$ cat config.mk
export PLATFORM = sky130hd
export DESIGN_NAME = alu_rr_arbiter
export DESIGN_NICKNAME = d
export VERILOG_FILES = /design/src/rtl/alu_arb_pkg.sv /design/src/rtl/rr_pick2.sv /design/src/rtl/alu_rr_arbiter.sv
export SDC_FILE = /design/constraint.sdc
export NUM_CORES = 1
export LEC_CHECK = 0
export CORE_MARGIN = 2
export CORE_UTILIZATION = 44
export CTS_CLUSTER_DIAMETER = 40
export DETAILED_ROUTE_END_ITERATION = 7
export MAX_ROUTING_LAYER = met4
export PLACE_DENSITY_LB_ADDON = 0.25
export SLEW_MARGIN = 30
export SYNTH_ARGS = -nofsm -noshare
export SYNTH_HDL_FRONTEND = slang
export SYNTH_SLANG_ARGS = --single-unit
$ cat constraint.sdc
create_clock -name clk -period 2.49 [get_ports clk]
set_input_delay 0.3735 -clock clk [delete_from_list [all_inputs] [get_ports clk]]
set_output_delay 0.3735 -clock clk [all_outputs]
set_load 0.02 [all_outputs]
$ cat src/rtl/alu_arb_pkg.sv
// Shared types and constants for the two-requester ALU arbiter.
package alu_arb_pkg;

  localparam int N_REQ = 2;

  typedef enum logic [1:0] {S_IDLE, S_ISSUE, S_WAIT, S_RESP} arb_state_t;
  typedef enum logic [1:0] {OP_AND, OP_OR, OP_ADD, OP_SUB} alu_op_t;

endpackage

$ cat src/rtl/rr_pick2.sv
// Combinational two-way round-robin picker; under contention the requester
// that did not win last time is chosen.
module rr_pick2 (
  input  logic [1:0] req,
  input  logic       last,
  output logic       gnt_valid,
  output logic       gnt_id
);

  always_comb begin
    gnt_valid = |req;
    gnt_id    = (req == 2'b11) ? ~last : req[1];
  end

endmodule

$ cat src/rtl/alu_rr_arbiter.sv
// Shares one ALU between two requesters: accept, launch, wait (with timeout),
// then hand the tagged result back over a valid/ready response channel.
module alu_rr_arbiter
  import alu_arb_pkg::*;
#(
  parameter int W       = 8,
  parameter int RW      = 16,
  parameter int TIMEOUT = 255
) (
  input  logic                      clk,
  input  logic                      reset,
  input  logic [N_REQ-1:0]          req_valid,
  output logic [N_REQ-1:0]          req_ready,
  input  logic [N_REQ-1:0][W-1:0]   req_a,
  input  logic [N_REQ-1:0][W-1:0]   req_b,
  input  logic [N_REQ-1:0][1:0]     req_op,
  output logic [N_REQ-1:0]          rsp_valid,
  input  logic [N_REQ-1:0]          rsp_ready,
  output logic [RW-1:0]             rsp_result,
  output logic                      rsp_err,
  output logic                      alu_start,
  output logic [W-1:0]              alu_a,
  output logic [W-1:0]              alu_b,
  output logic [1:0]                alu_op,
  input  logic                      alu_done,
  input  logic [RW-1:0]             alu_result,
  output logic                      busy,
  output logic                      grant_id,
  output logic [7:0]                timeout_cnt
);

  // Timer runs 0..TIMEOUT-1 across the WAIT cycles; the last value is the timeout cycle.
  localparam logic [15:0] TIMER_LAST = 16'(TIMEOUT - 1);

  arb_state_t    state_reg, state_next;
  logic          grant_reg, grant_next;
  logic          last_grant_reg, last_grant_next;
  logic [W-1:0]  a_reg, a_next;
  logic [W-1:0]  b_reg, b_next;
  alu_op_t       op_reg, op_next;
  logic [15:0]   timer_reg, timer_next;
  logic [RW-1:0] result_reg, result_next;
  logic          err_reg, err_next;
  logic [7:0]    to_cnt_reg, to_cnt_next;

  logic pick_valid;
  logic pick_id;

  rr_pick2 u_pick (
    .req       (req_valid),
    .last      (last_grant_reg),
    .gnt_valid (pick_valid),
    .gnt_id    (pick_id)
  );

  always_ff @(posedge clk) begin
    if (!reset) begin
      state_reg      <= S_IDLE;
      grant_reg      <= 1'b0;
      last_grant_reg <= 1'b1;
      a_reg          <= '0;
      b_reg          <= '0;
      op_reg         <= OP_AND;
      timer_reg      <= '0;
      result_reg     <= '0;
      err_reg        <= 1'b0;
      to_cnt_reg     <= '0;
    end else begin
      state_reg      <= state_next;
      grant_reg      <= grant_next;
      last_grant_reg <= last_grant_next;
      a_reg          <= a_next;
      b_reg          <= b_next;
      op_reg         <= op_next;
      timer_reg      <= timer_next;
      result_reg     <= result_next;
      err_reg        <= err_next;
      to_cnt_reg     <= to_cnt_next;
    end
  end

  always_comb begin
    state_next      = state_reg;
    grant_next      = grant_reg;
    last_grant_next = last_grant_reg;
    a_next          = a_reg;
    b_next          = b_reg;
    op_next         = op_reg;
    timer_next      = timer_reg;
    result_next     = result_reg;
    err_next        = err_reg;
    to_cnt_next     = to_cnt_reg;
    req_ready       = '0;

    case (state_reg)
      S_IDLE: begin
        if (pick_valid) begin
          req_ready[pick_id] = 1'b1;
          grant_next         = pick_id;
          a_next             = req_a[pick_id];
          b_next             = req_b[pick_id];
          op_next            = alu_op_t'(req_op[pick_id]);
          state_next         = S_ISSUE;
        end
      end
      S_ISSUE: begin
        timer_next = '0;
        state_next = S_WAIT;
      end
      S_WAIT: begin
        timer_next = timer_reg + 16'd1;
        // A completion in the timeout cycle still counts as a real result.
        if (alu_done) begin
          result_next = alu_result;
          err_next    = 1'b0;
          state_next  = S_RESP;
        end else if (timer_reg == TIMER_LAST) begin
          result_next = '0;
          err_next    = 1'b1;
          to_cnt_next = (to_cnt_reg != 8'hFF) ? to_cnt_reg + 8'd1 : to_cnt_reg;
          state_next  = S_RESP;
        end
      end
      S_RESP: begin
        if (rsp_ready[grant_reg]) begin
          last_grant_next = grant_reg;
          state_next      = S_IDLE;
        end
      end
      default: state_next = S_IDLE;
    endcase
  end

  generate
    for (genvar gi = 0; gi < N_REQ; gi++) begin : g_rsp
      assign rsp_valid[gi] = (state_reg == S_RESP) && (grant_reg == 1'(gi));
    end
  endgenerate

  assign rsp_result  = (state_reg == S_RESP) ? result_reg : '0;
  assign rsp_err     = (state_reg == S_RESP) & err_reg;
  assign alu_start   = (state_reg == S_ISSUE);
  assign alu_a       = a_reg;
  assign alu_b       = b_reg;
  assign alu_op      = op_reg;
  assign busy        = (state_reg != S_IDLE);
  assign grant_id    = grant_reg;
  assign timeout_cnt = to_cnt_reg;

endmodule

==> results.md <==
* Crit share post-route at 92.3%
* Hold buffer count at CTS at 0
* Maximum fanout along the worst path at 5
* Post-route cell area at 4180 sq um
* Pleak at 1.46 nW
* GR Util All Layers at 21.1%
* Worst slew pin tran at 0.697 ns
* Seq/Total Area, Yosys at 44.9%
* Final cell count without fillers at 492
* H-Tree Level Count at 3
* Initial DRC count at 165
* Die height at 83.9 microns
* CP arrival at 1.93 ns
* Die Wd at 83.9 microns
* Clock root cell: clkbuf_8
* DRT antenna net count at 0
* Hold WS at 0.486 ns
* Min Clock Period, post-route at 2.30 ns
* Post_cts resized at 0
* Max-capacitance violation count at 0
* Final hold viol count at 0
* Synthesized flop and latch total at 63
* Share of layout cells above drive strength 1 at 7.47%
* Main synth FF type: dfxtp_1
* Post-Syn Area at 2810 sq um
* # placed instances at 476
* Wire length per cell at 14.4 microns
* Tot Pwr at 3.28 mW
* Vias in the first global route at 2526
* Int Pwr at 2.18 mW
* Peak Freq at 435 MHz
* Status: finished, final reports clean
* Post-DP HPWL at 5060 microns
* RD Place Congestion at 0.823
* CTS tree: yes
* WL final at 7070 microns
* Num CTS Buffers at 9
* Area Growth Syn to Fin at 48.9%
* Gr ovfl total at 0
* Cell taking the most area after synthesis: dfxtp_1
* Final worst setup slack at 0.191 ns
* Worst-path cell chain: inv_1, ha_1, o21ai_1, nor2_1, clkdlybuf4s50_1
* Top post-synthesis cells by area: dfxtp_1, a32o_1, and2_1, nor2_1, mux2i_1
* Slowest cell on crit path: clkdlybuf4s50_1
* Starting Density at 44.7%
* Final net count at 476
* Util after Layout at 66.6%
* Tightest Hold Check Type: flop to flop
* Yosys warning total at 0
* Top Ports at 109
* Unique cell type count in the Yosys netlist at 40
* Top-count cell post-synth: dfxtp_1
* Clk slew on worst S/H paths at 0.07 ns
* WS Path Type: flop to output pin
* Vias at 2653
* Site Rows at 29
* Max-slew headroom at 53.0%
* Dpl cell area at 3980 sq um
* Post-synth EDFFs at 0
* DRC at 0
* Largest net degree at the start of global routing at 29
* Clock Skews at 0.00751 ns
* Worst VDD drop at 0.508 mV
* Sw Share at 33.5%
* Fraction of registers with async set/reset at 0%
* Worst stage delay on the critical path at 0.62 ns
* First-pass GRT wire length at 11800 microns
* Final Slew Violations at 0
* Initial antenna violation count at 0
* # diodes at 0
* RSZ-0062 raised after global routing: false
* Post-synth net total at 365
* Worst-Skew Late Latency at 0.34 ns
* NetSw at 1.10 mW
* Power per cell area at 785 nW/um^2
* # clock sinks at 63
* Startpoint Class: flop
* Crit-path leading delay family: buffers and inverters
* Synth cell count leaders: dfxtp_1, nor2_1, and2_1
* Reg power frac at 38.2%
* DIE AREA at 7040 sq um
* Placeable Area at 6280 sq um
* Setup TNS at 0 ns
* Worst path bufs/invs at 2
* Clock share of power at 26.9%
* CP Data Required Time at 2.12 ns
* Detailed Routing Iterations Pass 1 at 5
* Top-area cell type share of the netlist area at 44.9%
* Mean post-synth cell area at 9.39 sq um
* Final Setup Violations at 0
* Pre-CTS WS at 0.159 ns
* Combinational fraction of design power at 34.9%
* PortBufs at 108
* DR vias/cell at 5.39
* Mapped Cells at 299
* Bufs on Longest Clock Path at 2
* Crit end category: output pin
* Postcts setup bufs at 0
-- final cells by class --
type | count | area [sq um]
clock buffers | 11 | 141
well taps | 77 | 96.3
flip-flops and latches | 63 | 1260
multi-input cells | 210 | 1450
repair buffers | 116 | 1140
clock inverters | 5 | 57.6
inverters | 10 | 37.5
fillers | 518 | 2100
-- cells by family after synthesis --
family / synth area share (%)
XOR/XNOR: 3.43
AO/OA/AOI/OAI: 19.8
flip-flops: 44.9
adder cells (fa/ha/maj): 3.12
buffers and inverters: 3.83
multiplexers: 4.28
AND/OR/NAND/NOR: 20.6
-- metal layers --
metal | vias up | part of all wire, % | GRT usage [%]
li1 | 1335 | - | -
met1 | 1235 | 45 | 25.6
met2 | 71 | 48 | 34.0
met3 | 12 | 4.7 | 4.06
met4 | 0 | 2.0 | 9.38
met5 | - | 0 | -
-- cell usage in the layout (no fill, tap or decap), types with 4 or more instances in the layout --
master / n
clkdlybuf4s50_1: 108
nand3_1: 9
or4_1: 5
a211oi_1: 12
o31ai_1: 4
xnor2_1: 8
inv_1: 9
mux2i_1: 12
a32o_1: 16
ha_1: 7
dfxtp_1: 63
nor4_1: 4
a21oi_1: 16
and2_1: 21
clkbuf_8: 10
nor2_1: 33
nand2_1: 8
a222oi_1: 8
o21ai_0: 8
or3_1: 6
buf_4: 8
nand4_1: 5
-- power by group through the flow --
stage | clock, mW | combinational (mW) | sequential, mW
final | 0.883 | 1.14 | 1.25
after global routing | 0.943 | 1.24 | 1.28
after CTS | 0.907 | 1.15 | 1.25
after detailed placement | 0 | 1.15 | 1.28
after global placement | 0 | 1.12 | 1.27
after floorplan | 0 | 0.554 | 1.37
-- path summary, 6_finish.rpt --
kind,start,endpoint,slack [ns],cells after the start
max,state_reg[0],req_ready[0],0.19,5
min,result_reg[0],result_reg[0],0.49,1
max reg2reg,timer_reg[11],timeout_cnt[7],0.25,4
min reg2reg,result_reg[0],result_reg[0],0.49,1
Note: power is estimated with default switching activity, not from simulation.
